==> config.mk <==
export PLATFORM = sky130hd
export DESIGN_NAME = uart_rx_fifo
export DESIGN_NICKNAME = d
export VERILOG_FILES = /design/src/rtl/uart_rx_fifo.sv
export SDC_FILE = /design/constraint.sdc
export NUM_CORES = 1
export LEC_CHECK = 0
export ABC_CLOCK_PERIOD_IN_PS = 3900
export BUFFER_PORTS_ARGS = -buffer_cell sky130_fd_sc_hd__buf_4
export CAP_MARGIN = 20
export CELL_PAD_IN_SITES_DETAIL_PLACEMENT = 0
export CELL_PAD_IN_SITES_GLOBAL_PLACEMENT = 1
export CORE_MARGIN = 2
export CORE_UTILIZATION = 45
export CTS_CLUSTER_SIZE = 10
export DETAILED_ROUTE_END_ITERATION = 10
export GPL_ROUTABILITY_DRIVEN = 0
export PLACE_DENSITY_LB_ADDON = 0.1
export SYNTH_ARGS = -nofsm -noshare
export SYNTH_HDL_FRONTEND = slang
export SYNTH_SLANG_ARGS = --single-unit
==> constraint.sdc <==
create_clock -name clk_i -period 3.9 [get_ports clk_i]
set_input_delay 0 -clock clk_i [delete_from_list [all_inputs] [get_ports clk_i]]
set_output_delay 0 -clock clk_i [all_outputs]
set_load 0.05 [all_outputs]
==> src/rtl/uart_rx_fifo.sv <==
// Receive FIFO between the UART core and the bus wrapper. A three-state FSM
// drains each byte from the core. The head byte is presented first-word-fall-through.
module uart_rx_fifo #(
  parameter int DEPTH_LOG2 = 4,
  parameter int DATA_WIDTH = 8
) (
  input  logic                  clk_i,
  input  logic                  rst_i,
  input  logic                  uart_ready_i,
  input  logic [DATA_WIDTH-1:0] uart_data_i,
  output logic                  uart_rd_o,
  input  logic                  pop_i,
  output logic [DATA_WIDTH-1:0] dout_o,
  output logic                  empty_o,
  output logic                  full_o,
  output logic [DEPTH_LOG2:0]   count_o,
  output logic                  overflow_o,
  input  logic                  clr_ovf_i
);

  localparam int DEPTH = 1 << DEPTH_LOG2;
  localparam logic [DEPTH_LOG2:0] DEPTH_CNT = (DEPTH_LOG2 + 1)'(DEPTH);

  typedef enum logic [1:0] {
    IDLE,
    ACK,
    SETTLE
  } state_e;

  state_e                  state_q;
  logic                    uartRd_q;
  logic [DATA_WIDTH-1:0]   mem_q [DEPTH];
  logic [DEPTH_LOG2-1:0]   wrPtr_q, wrPtr_d;
  logic [DEPTH_LOG2-1:0]   rdPtr_q, rdPtr_d;
  logic [DEPTH_LOG2:0]     count_q, count_d;
  logic                    overflow_q, overflow_d;

  logic isEmpty, isFull, pushReq, pushEn, popEn, dropByte;

  assign isEmpty  = (count_q == '0);
  assign isFull   = (count_q == DEPTH_CNT);
  assign pushReq  = (state_q == IDLE) && uart_ready_i;
  // A full FIFO still accepts the byte when the bus pops in the same cycle.
  assign pushEn   = pushReq && (!isFull || pop_i);
  assign popEn    = pop_i && !isEmpty;
  assign dropByte = pushReq && isFull && !pop_i;

  always_ff @(posedge clk_i or posedge rst_i) begin
    if (rst_i) begin
      state_q  <= IDLE;
      uartRd_q <= 1'b0;
    end else begin
      case (state_q)
        IDLE: begin
          if (uart_ready_i) begin
            state_q  <= ACK;
            uartRd_q <= 1'b1;
          end
        end
        ACK: begin
          state_q  <= SETTLE;
          uartRd_q <= 1'b0;
        end
        SETTLE: begin
          state_q  <= IDLE;
          uartRd_q <= 1'b0;
        end
        default: begin
          state_q  <= IDLE;
          uartRd_q <= 1'b0;
        end
      endcase
    end
  end

  always_comb begin
    wrPtr_d    = wrPtr_q;
    rdPtr_d    = rdPtr_q;
    count_d    = count_q;
    overflow_d = overflow_q;
    if (pushEn) wrPtr_d = wrPtr_q + 1'b1;
    if (popEn)  rdPtr_d = rdPtr_q + 1'b1;
    case ({pushEn, popEn})
      2'b10:   count_d = count_q + 1'b1;
      2'b01:   count_d = count_q - 1'b1;
      default: count_d = count_q;
    endcase
    if (dropByte)       overflow_d = 1'b1;
    else if (clr_ovf_i) overflow_d = 1'b0;
  end

  always_ff @(posedge clk_i or posedge rst_i) begin
    if (rst_i) begin
      wrPtr_q    <= '0;
      rdPtr_q    <= '0;
      count_q    <= '0;
      overflow_q <= 1'b0;
    end else begin
      wrPtr_q    <= wrPtr_d;
      rdPtr_q    <= rdPtr_d;
      count_q    <= count_d;
      overflow_q <= overflow_d;
    end
  end

  // Storage is left unreset; dout_o is masked while the FIFO is empty.
  always_ff @(posedge clk_i) begin
    if (pushEn) mem_q[wrPtr_q] <= uart_data_i;
  end

  assign uart_rd_o  = uartRd_q;
  assign dout_o     = isEmpty ? '0 : mem_q[rdPtr_q];
  assign empty_o    = isEmpty;
  assign full_o     = isFull;
  assign count_o    = count_q;
  assign overflow_o = overflow_q;

endmodule
Word-level counts from Yosys, hierarchy flattened
Memories as Yosys holds them, arrays and structs flattened.
Cells that the tools add are included.
- register bits after elaboration: 17
- output and inout port bits: 17
- bits in writable memories: 128
- memories kept: 1
- logic and storage cells: 39
- memory list (name ; words ; bits a word ; read ports ; clocked after memory_dff ; write ports ; RTL line ; text):
    mem_q ; 16 ; 8 ; 1 ; 0 ; 1 ; 32 ; logic [DATA_WIDTH-1:0] mem_q [DEPTH];
- multiplexer cells: 10
- reduce and logical (&&, ||, !) cells: 13
- equal/unequal tests: 5
- $add $sub $neg: 4
- operators with widths (operator ; count):
    $pmux 5 s2 ; 1
    $add 4x1->4 const B ; 2
    $mux 8 ; 1
    $mux 1 ; 6
    $add 5x1->5 const B ; 1
    $eq 5x5->1 const B ; 1
    $logic_and 1x1->1 ; 5
    $logic_not 5->1 ; 1
    $sub 5x1->5 const B ; 1
    $eq 2x1->1 const B ; 2
    $pmux 2 s2 ; 1
    $reduce_bool 2->1 ; 2
    $logic_not 1->1 ; 3
    $eq 2x2->1 const B ; 1
    $logic_not 2->1 ; 1
    $mux 2 ; 1
    $ne 2x2->1 const B ; 1
    $logic_or 1x1->1 ; 1

Logic depth before layout (Yosys ltp)
Gate-level depths: netlist (run 1).
- depth after elaboration: 6
- gate-level depth with buffers: 12
- gate-level depth less buffers: 10

Least setup slack after synthesis (run 1)
No wires, ideal clock.
- path type: flip-flop to flip-flop
- start: register count_q[1], in the netlist count_o[1]
- end: register count_q[4], in the netlist count_o[4]
- buffers on the path: 2
- slack: 505 ps
- clock period less this slack: 3395 ps
- data arrival time: 3315 ps
- cell stages (with the launch flop): 13
- required time: 3820 ps
- cell sequence: dfrtp_1 > buf_6 > or4_4 > o31a_4 > inv_6 > ha_1 > clkbuf_1 > xor2_1 > ha_1 > a21oi_1 > or3b_2 > a31oi_1 > xnor2_1
- longest elaborated chain between the ends: 6
- ends and longest elaborated chain (element ; RTL line ; text):
    start, declared ; 35 ; logic [DEPTH_LOG2:0] count_q, count_d;
    start signal, assigned ; 101 ; count_q <= count_d;
    $eq 5x5->1 ; 41 ; assign isFull = (count_q == DEPTH_CNT);
    $logic_not 1->1 ; 44 ; assign pushEn = pushReq && (!isFull || pop_i);
    $logic_or 1x1->1 ; 44 ;
    $logic_and 1x1->1 ; 44 ;
    $eq 2x1->1 / $eq 2x2->1 (equally long branches) ; 83 ; case ({pushEn, popEn})
    $pmux 5 s2 / $reduce_bool 2->1 (equally long branches) ; n/a ;
Several ways; a longest one is shown, not always the timed one.
A chain may end at the register's enable or synchronous reset.

Worst setup path in the final report (run 1)
Same ends and word-level chain as after synthesis.

==> impl_metrics.ini, run 1 <==
[worst_setup_path]
worst-path-max-fanout = 9
max_stage_delay_ns = 0.59
cpMostUsedCell = sky130_fd_sc_hd__ha_1
worstSetupEndpointType = register
critPathLaunch = count_o[1]
crit_path_top_delay_cell = sky130_fd_sc_hd__or4_4
count_of_buffer_and_inverter_cells_on_the_critical_path = 1
path_cells = or4_4 -> o31a_4 -> inv_6 -> ha_1 -> xor2_1 -> ha_1 -> a21oi_1 -> or3b_2 -> a31oi_1 -> xnor2_1
setup.worst_path.class = reg2reg
timing.rr.start = count_o[1]
crit_family = simple AND/OR/NAND/NOR gates
setup.worst_path.start_class = register
worst_ep_required_time_ns = 4.24
worst_ep_arrival_time_ns = 3.56

[sta]
post-route-worst-setup-slack_ns = 0.680
setup-violations-final = 0
max_slew.worst_pin.slew_ns = 0.837
hold_viol = 0
drv_slew = 0
rsz0062_at_grt = no
maxClockFrequency_mhz = 311
final.period_utilization_pct = 82.6
fin_worst_skew_ns = 0.00675
period_needed_ns = 3.22
slew-limit-headroom_pct = 44.0
fin_setup_tns_ns = 0

[floorplanning]
die_y_um = 119
chipWidth_um = 119
floorplan.core_area_sq_um = 12700
initial_utilization_pct = 46.6
pin_count = 30
die_area_sq_um = 14100
placementRows = 41

[yosys]
synthFlopType = sky130_fd_sc_hd__edfxtp_1
synthesis.area_sq_um = 5930
share_of_synthesized_area_occupied_by_flip_flops_and_latches_pct = 71.9
synth.yosys.warnings = 0
synthesis.nets = 332
synthArstFlopShare_pct = 11.7
synth_enable_flop_cells = 128
synth_cell_types = 40
postSynthCellCount = 311
synthesis.area_per_instance_sq_um = 19.1
postSynthRegisterBits = 145

[power_and_ir_drop]
total_switching_power_mw = 1.84
pwr_density_cell_nw_per_um2 = 772
pwr-share-clk_pct = 29.0
leakage_nw = 2.42
internal_power_mw = 3.60
power_switching_share_pct = 33.8
vdd_ir_drop_max_mv = 0.315
p_comb_share_pct = 32.3
power.sequential.fraction_pct = 38.7

[routing]
routed_wl_um = 11200
drt-vias-per-instance = 5.23
vias = 2866
post_drt_wl_per_cell_um = 20.4
drt.antenna.violating_nets = 0
drt_iter0_drc = 167
drc_violations_left = 0
detail_route.first_pass.iterations = 4

[clock_tree]
clk_transition_reported_paths_ns = 0.06
cts.sink_count = 145
cts_setup_buffers = 0
cts-root-buf = sky130_fd_sc_hd__clkbuf_16
cts_tree = done
clock_tree.htree_level_count = 4
cts_buffers = 17
buffer_levels_on_the_longest_clock_path = 2
insertion_delay_ns = 0.41

[layout]
layout_commonest_cell = sky130_fd_sc_hd__edfxtp_1
commonest_non_fill_non_tap_cells_in_the_layout = 128 x sky130_fd_sc_hd__edfxtp_1, 37 x sky130_fd_sc_hd__buf_4, 32 x sky130_fd_sc_hd__mux4_2
fillCellCount = 1051
multi_input_comb_area_sq_um = 1540
synthToLayoutAreaGrowth_pct = 18.7
antennaDiodeCount = 0
finish.cell_count_without_fillers = 548
footprint_of_the_flip_flops_and_latches_sq_um = 4270
drive_above_1_share_pct = 27.9
nNetsFinal = 384

[placement]
dp_slack_ns = 0.711
hpwlAfterDp_um = 7050
place_inst = 503
port-buffer-count = 29

[global_route]
grt_remaining_overflow = 0
grt_pass1_vias = 3031
grt_antenna_before_repair = 0
global_route.usage.total_pct = 17.5
wire_length_of_the_first_global_routing_pass_um = 17700
grt_max_degree = 21

[job]
cap_viol_max_count = 0

[outcome]
run_status = complete, no violations

[min_path]
classification_of_the_worst_slack_hold_path = in2async
==> sequential cells by signal, summed over array words and instances (netlist names) <==
name / cells
uart_rd_o: 1
overflow_o: 1
state_q: 2
count_o: 5
wrPtr_q: 4
mem_q: 128
rdPtr_q: 4
==> through the flow <==
step / instance area (sq um) / hold WS [ns] / total power, mW / util, %
after detailed placement: 6330 / 0.148 / 3.91 / 49.8
after global routing: 7040 / 0.335 / 5.72 / 55.4
after floorplan: 5930 / -0.0739 / 3.43 / -
final: 7040 / 0.254 / 5.44 / 55.4
after global placement: 6330 / 0.156 / 3.91 / 49.8
after CTS: 7040 / 0.257 / 5.51 / 55.4
==> power groups by stage <==
stage | sequential, mW | combinational [mW] | clock (mW)
floorplan | 2.05 | 1.39 | 0
global route | 2.15 | 1.88 | 1.68
finish | 2.10 | 1.75 | 1.58
CTS | 2.12 | 1.78 | 1.62
detailed placement | 2.15 | 1.77 | 0
global placement | 2.14 | 1.77 | 0
==> per-layer routing <==
metal  vias to the layer above  part of all wire (%)  GRT usage (%)
met4                         0                  0.67           7.14
li1                       1352                     -              -
met1                      1466                    48           24.9
met5                         -                     0              0
met3                         4                   3.3           4.21
met2                        44                    48           26.4
==> final timing paths <==
check / endpoint / slack (ns) / cells past startpoint
worst max-delay path: count_o[4] / 0.68 / 10
worst min-delay path: uart_rd_o / 0.25 / 3
worst max register to register: count_o[4] / 0.68 / 10
worst min register to register: state_q[1] / 0.46 / 1
max in group asynchronous: rdPtr_q[1] / 3.17 / 3
min in group clk_i: uart_rd_o / 0.44 / 4
==> cells by family after synthesis <==
logic type,count (synthesis),synth area share [%]
mux,42,13.9
compound gates,27,3.37
flops,145,71.9
buf+inv,24,2.11
simple gates,53,5.25
fa+ha+maj,8,1.69
xor+xnor,12,1.77
==> worst reg2reg max path, cell delays in order (launching register included) <==
cell and delay, ns:
sky130_fd_sc_hd__dfrtp_1 0.48, sky130_fd_sc_hd__or4_4 0.59, sky130_fd_sc_hd__o31a_4 0.35, sky130_fd_sc_hd__inv_6 0.10
sky130_fd_sc_hd__ha_1 0.34, sky130_fd_sc_hd__xor2_1 0.19, sky130_fd_sc_hd__ha_1 0.24, sky130_fd_sc_hd__a21oi_1 0.08
sky130_fd_sc_hd__or3b_2 0.45, sky130_fd_sc_hd__a31oi_1 0.20, sky130_fd_sc_hd__xnor2_1 0.13
==> synthesized netlist by cell type (4+ instances only) <==
library cell	count	area, sq um
sky130_fd_sc_hd__buf_4	4	30.0
sky130_fd_sc_hd__edfxtp_1	128	3840
sky130_fd_sc_hd__dfrtp_1	17	425
sky130_fd_sc_hd__and2_1	4	25.0
sky130_fd_sc_hd__xor2_1	5	43.8
sky130_fd_sc_hd__a21oi_1	4	20.0
sky130_fd_sc_hd__inv_1	6	22.5
sky130_fd_sc_hd__and3_1	4	25.0
sky130_fd_sc_hd__nor2b_1	10	62.6
sky130_fd_sc_hd__clkbuf_1	4	15.0
sky130_fd_sc_hd__nand3_1	5	25.0
sky130_fd_sc_hd__xnor2_1	7	61.3
sky130_fd_sc_hd__buf_2	6	30.0
sky130_fd_sc_hd__nor2_1	8	30.0
sky130_fd_sc_hd__nor3b_1	5	37.5
sky130_fd_sc_hd__ha_1	8	100
sky130_fd_sc_hd__a211oi_1	16	120
sky130_fd_sc_hd__nand2_1	5	18.8
sky130_fd_sc_hd__mux2i_1	8	80.1
sky130_fd_sc_hd__mux4_2	32	721
==> repair_timing <==
action	4_1_cts	5_1_grt
hold buffers	13	0
hold endpoints to repair	150	0
resized for setup	0	0
==> cell type report <==
class | instances | area share (%)
clock buffers | 20 | 6.20
clock inverters | 12 | 2.01
inverters | 7 | 0.444
multi-input cells | 142 | 21.9
flip-flops and latches | 145 | 60.6
well taps | 172 | 3.06
repair buffers | 50 | 5.79
Power figures use the tool's default switching activity.
==> run 2: changes to the inputs <==
--- a/config.mk
+++ b/config.mk
@@ -5,7 +5,7 @@
 export SDC_FILE = /design/constraint.sdc
 export NUM_CORES = 1
 export LEC_CHECK = 0
-export ABC_CLOCK_PERIOD_IN_PS = 3900
+export ABC_CLOCK_PERIOD_IN_PS = 3400
 export BUFFER_PORTS_ARGS = -buffer_cell sky130_fd_sc_hd__buf_4
 export CAP_MARGIN = 20
 export CELL_PAD_IN_SITES_DETAIL_PLACEMENT = 0
==> constraint.sdc (replaced) <==
create_clock -name clk_i -period 3.4 [get_ports clk_i]
set_input_delay 0 -clock clk_i [delete_from_list [all_inputs] [get_ports clk_i]]
set_output_delay 0 -clock clk_i [all_outputs]
set_load 0.05 [all_outputs]
==> run 2 against run 1 <==
Register-to-register slack worse by 0.34 ns. Setup slack worse by 0.34 ns. Sequential share of layout area fell by 0.47 points. Sequential power grew 13%. Count of clock-buffer cells in the layout increased by 6. Clock skew is essentially flat. Critical endpoint unchanged.
==> impl_metrics.ini, run 2 (synthesis results as in run 1) <==
[clock_tree]
clock_tree.htree_level_count = 4
insertion_delay_ns = 0.42
cts-root-buf = sky130_fd_sc_hd__clkbuf_16
cts.sink_count = 145
cts-resized-gates = 0
buffer_levels_on_the_longest_clock_path = 2
cts_buffers = 17
cts_setup_buffers = 0
clk_transition_reported_paths_ns = 0.06
cts_tree = done

[layout]
regMostFlops = mem_q
synthToLayoutAreaGrowth_pct = 19.6
drive_above_1_share_pct = 28.6
antennaDiodeCount = 0
final_core_utilization_pct = 55.8
nNetsFinal = 386
layout_commonest_cell = sky130_fd_sc_hd__edfxtp_1
final_cell_area_sq_um = 7100
fillCellCount = 1058
finish.cell_count_without_fillers = 550
commonest_non_fill_non_tap_cells_in_the_layout = 128 x sky130_fd_sc_hd__edfxtp_1, 39 x sky130_fd_sc_hd__buf_4, 32 x sky130_fd_sc_hd__mux4_2
largest_reg_flops = 128

[sta]
slew-limit-headroom_pct = 43.2
max_slew.worst_pin.slew_ns = 0.848
post-route-worst-setup-slack_ns = 0.341
drv_slew = 0
period_needed_ns = 3.06
rsz0062_at_grt = no
maxClockFrequency_mhz = 327
final.period_utilization_pct = 90.0
setup-violations-final = 0
fin_setup_tns_ns = 0
hold_viol = 0
fin_worst_skew_ns = 0.00636

[worst_setup_path]
worst_ep_arrival_time_ns = 3.40
crit_path_top_delay_cell = sky130_fd_sc_hd__or4_4
setup.worst_path.class = reg2reg
max_stage_delay_ns = 0.59
cpMostUsedCell = sky130_fd_sc_hd__ha_1
reg2reg_depth = 10
r2r-end = count_o[4]
worst-path-max-fanout = 9
path_cells = or4_4 -> o31a_4 -> inv_6 -> ha_1 -> xor2_1 -> ha_1 -> a21oi_1 -> or3b_2 -> a31oi_1 -> xnor2_1
critPathLaunch = count_o[1]
cp-endpoint = count_o[4]
worst_ep_required_time_ns = 3.74
worstSetupEndpointType = register
setup.worst_path.start_class = register
reg2reg_slack_ns = 0.34
timing.rr.start = count_o[1]

[routing]
routed_wl_um = 11500
drt.antenna.violating_nets = 0
drt_iter0_drc = 177
detail_route.first_pass.iterations = 4
vias = 2946
drt-vias-per-instance = 5.36
post_drt_wl_per_cell_um = 20.9
drc_violations_left = 0

[placement]
port-buffer-count = 29
hpwlAfterDp_um = 7280
dp_slack_ns = 0.375
placement.cell_area_sq_um = 6350
place_inst = 505

[job]
cap_viol_max_count = 0

[floorplanning]
initial_utilization_pct = 46.6
placementRows = 41
pin_count = 30
floorplan.core_area_sq_um = 12700
die_area_sq_um = 14100
chipWidth_um = 119
die_y_um = 119

[power_and_ir_drop]
leakage_nw = 2.46
vdd_ir_drop_max_mv = 0.400
internal_power_mw = 4.20
p_comb_share_pct = 32.7
power_switching_share_pct = 33.7
pwr_density_cell_nw_per_um2 = 892
power.sequential.fraction_pct = 37.6
pwr-share-clk_pct = 29.7
total_switching_power_mw = 2.13

[global_route]
grt_pass1_vias = 3080
global_route.usage.total_pct = 17.7
grt_antenna_before_repair = 0
wire_length_of_the_first_global_routing_pass_um = 18000
grt_remaining_overflow = 0
grt_max_degree = 23

[min_path]
classification_of_the_worst_slack_hold_path = in2async

[outcome]
run_status = complete, no violations
run 2: changes by cell type in the layout (fill, tap and decap cells not counted):
cell / delta
sky130_fd_sc_hd__clkinvlp_4: -2
sky130_fd_sc_hd__inv_6: +1
sky130_fd_sc_hd__inv_4: +1
sky130_fd_sc_hd__bufinv_16: -2
sky130_fd_sc_hd__clkbuf_8: +1
sky130_fd_sc_hd__clkbuf_16: +4
sky130_fd_sc_hd__clkbuf_1: +1
sky130_fd_sc_hd__clkinv_1: -2
sky130_fd_sc_hd__clkinv_2: -2
sky130_fd_sc_hd__buf_4: +2
run 2: layer usage:
metal  track usage, %  wire length [um]  vias up  part of all wire (%)
met2             27.7              5660       44                    49
li1                 -                 -     1358                     -
met3             4.26               326       14                   2.8
met5                0                 0        -                     0
met4             6.47               172        0                   1.5
met1             24.5              5330     1530                    46
run 2: power by group through the flow:
stage	Sequential (mW)	Clock [mW]	Combinational [mW]
6_report	2.38	1.88	2.07
5_1_grt	2.42	1.99	2.22
4_1_cts	2.39	1.91	2.11
3_5_place_dp	2.42	0	2.09
3_3_place_gp	2.41	0	2.09
2_1_floorplan	2.35	0	1.59
run 2: how the worst min path moves through the flow:
stage,startpoint,end,slack [ns]
2_1_floorplan,rst_i,count_o[0],-0.07
3_3_place_gp,rst_i,uart_rd_o,0.15
3_5_place_dp,rst_i,state_q[1],0.16
4_1_cts,rst_i,state_q[1],0.28
5_1_grt,rst_i,rdPtr_q[2],0.34
6_report,rst_i,state_q[0],0.27
run 2: what timing repair did:
item	4_1_cts	5_1_grt
hold endpoints to repair	150	0
hold buffers	13	0
endpoints found under the setup margin	0	0
run 2: layout make-up:
cell class	instances	area (sq um)	area share [%]
inverter	7	31.3	0.441
sequential	145	4270	60.2
timing repair buffer	52	423	5.96
clock buffer	26	554	7.81
clock inverter	6	63.8	0.899
multi-input combinational	142	1540	21.7
tap	172	215	3.03
run 2: metrics by stage:
step	total power [mW]	hold slack, ns
3_3_place_gp	4.51	0.145
5_1_grt	6.63	0.343
4_1_cts	6.41	0.275
2_1_floorplan	3.94	-0.0739
3_5_place_dp	4.51	0.161
6_report	6.33	0.272
run 2: worst max-delay path, delay by kind of cell (launching register included):
| kind | cells | cell delay [ns] |
|---|---|---|
| AND/OR/NAND/NOR | 2 | 1.03 |
| AO/OA/AOI/OAI | 3 | 0.63 |
| flip-flops | 1 | 0.48 |
| adder cells (fa/ha/maj) | 2 | 0.43 |
| XOR/XNOR | 2 | 0.29 |
| buffers and inverters | 1 | 0.10 |
==> run 3: changes to the inputs <==
--- a/config.mk
+++ b/config.mk
@@ -11,7 +11,7 @@
 export CELL_PAD_IN_SITES_DETAIL_PLACEMENT = 0
 export CELL_PAD_IN_SITES_GLOBAL_PLACEMENT = 1
 export CORE_MARGIN = 2
-export CORE_UTILIZATION = 45
+export CORE_UTILIZATION = 53
 export CTS_CLUSTER_SIZE = 10
 export DETAILED_ROUTE_END_ITERATION = 10
 export GPL_ROUTABILITY_DRIVEN = 0
==> run 3 against run 2 <==
Critical endpoint unchanged. Via count is 1.3% higher. Wire length fell by 2.6%. Highest routed layer unchanged. Utilization increased by 9.5 points.
==> impl_metrics.ini, run 3 (synthesis results as in run 1) <==
[outcome]
run_status = complete, no violations

[global_route]
global_route.usage.total_pct = 20.7
grt_remaining_overflow = 0
grt_antenna_before_repair = 0
grt_max_degree = 34
wire_length_of_the_first_global_routing_pass_um = 17400
grt_pass1_vias = 3093

[worst_setup_path]
worst_ep_required_time_ns = 3.84
setup.worst_path.class = reg2reg
worstSetupEndpointType = register
reg2reg_slack_ns = 0.39
worst_ep_arrival_time_ns = 3.45
timing.rr.start = count_o[1]
setup.worst_path.start_class = register
worst-path-max-fanout = 9
reg2reg_depth = 10
r2r-end = count_o[4]

[clock_tree]
clock_tree.htree_level_count = 4
cts-resized-gates = 0
cts_tree = done
cts-root-buf = sky130_fd_sc_hd__clkbuf_8
buffer_levels_on_the_longest_clock_path = 2
cts.hold.buffers_added = 13
cts.sink_count = 145
clk_transition_reported_paths_ns = 0.06
insertion_delay_ns = 0.51
cts_setup_buffers = 0
cts_buffers = 17

[sta]
fin_worst_skew_ns = 0.00567
fin_setup_tns_ns = 0
maxClockFrequency_mhz = 332
slew-limit-headroom_pct = 50.3
rsz0062_at_grt = no
hold_viol = 0
period_needed_ns = 3.01
max_slew.worst_pin.slew_ns = 0.742
post-route-worst-setup-slack_ns = 0.391
drv_slew = 0
final.period_utilization_pct = 88.5
setup-violations-final = 0

[layout]
layout_commonest_cell = sky130_fd_sc_hd__edfxtp_1
synthToLayoutAreaGrowth_pct = 19.7
drive_above_1_share_pct = 29.6
nNetsFinal = 390
largest_reg_flops = 128
antennaDiodeCount = 0
regMostFlops = mem_q
commonest_non_fill_non_tap_cells_in_the_layout = 128 x sky130_fd_sc_hd__edfxtp_1, 43 x sky130_fd_sc_hd__buf_4, 32 x sky130_fd_sc_hd__mux4_2

[routing]
routed_wl_um = 11200
post_drt_wl_per_cell_um = 21.4
drt-vias-per-instance = 5.72
detail_route.first_pass.iterations = 4
drt_iter0_drc = 202
vias = 2984
drt.antenna.violating_nets = 0
drc_violations_left = 0

[power_and_ir_drop]
leakage_nw = 2.48
pwr_density_cell_nw_per_um2 = 892
vdd_ir_drop_max_mv = 0.951

[placement]
hpwlAfterDp_um = 7010
port-buffer-count = 29
dp_slack_ns = 0.409

[floorplanning]
initial_utilization_pct = 54.5
placementRows = 38
die_area_sq_um = 12100
die_y_um = 110
pin_count = 30
floorplan.core_area_sq_um = 10900
chipWidth_um = 110

[min_path]
classification_of_the_worst_slack_hold_path = in2async

[job]
cap_viol_max_count = 0
==> run 3: cell count changes in the layout (fill, tap and decap cells not counted) <==
cell	previous run	this run
sky130_fd_sc_hd__inv_4	1	0
sky130_fd_sc_hd__clkbuf_1	4	3
sky130_fd_sc_hd__clkinv_4	1	0
sky130_fd_sc_hd__clkinv_2	2	1
sky130_fd_sc_hd__inv_6	2	1
sky130_fd_sc_hd__clkinvlp_4	0	3
sky130_fd_sc_hd__buf_4	39	43
sky130_fd_sc_hd__clkbuf_8	1	3
==> run 3: worst max path at each step <==
stage | from | endpoint | cells past startpoint
after CTS | count_o[1] | count_o[4] | 10
after floorplan | count_o[1] | count_o[4] | 12
after global routing | count_o[1] | count_o[4] | 10
final | count_o[1] | count_o[4] | 10
after detailed placement | count_o[1] | count_o[4] | 10
after global placement | count_o[0] | count_o[4] | 10
==> run 3: where the power goes <==
part           switching [mW]  internal [mW]
combinational            1.18          0.871
sequential              0.264           2.12
clock                   0.676           1.23
==> run 3: per-layer routing <==
metal  track usage [%]  vias to the layer above  share of wire (%)
li1                  -                     1359                  -
met1              27.6                     1542                 43
met2              33.4                       73                 51
met3              5.57                       10                4.6
met4              6.24                        0               0.83
met5                 0                        -                  0
==> run 3: final cells by class <==
class	instances	area, sq um
sequential	145	4270
fill	754	3780
multi-input combinational	142	1540
clock buffer	27	578
timing repair buffer	56	453
tap	140	175
clock inverter	5	57.6
inverter	7	31.3
==> run 3: worst max-delay path: stages (launching register included) <==
cell and delay, ns:
sky130_fd_sc_hd__dfrtp_1 0.48, sky130_fd_sc_hd__or4_4 0.58, sky130_fd_sc_hd__o31a_4 0.35, sky130_fd_sc_hd__inv_6 0.10
sky130_fd_sc_hd__ha_1 0.18, sky130_fd_sc_hd__xor2_1 0.16, sky130_fd_sc_hd__ha_1 0.23, sky130_fd_sc_hd__a21oi_1 0.08
sky130_fd_sc_hd__or3b_2 0.44, sky130_fd_sc_hd__a31oi_1 0.20, sky130_fd_sc_hd__xnor2_1 0.13
==> run 3: through the flow <==
stage	hold slack (ns)	std cells	utilization [%]	instance area, sq um	total power [mW]
floorplan	-0.0739	311	-	5930	3.94
global placement	0.162	477	58.2	6340	4.46
detailed placement	0.152	477	58.2	6340	4.48
CTS	0.159	522	65.3	7110	6.40
global route	0.208	522	65.3	7110	6.63
finish	0.148	522	65.3	7110	6.34
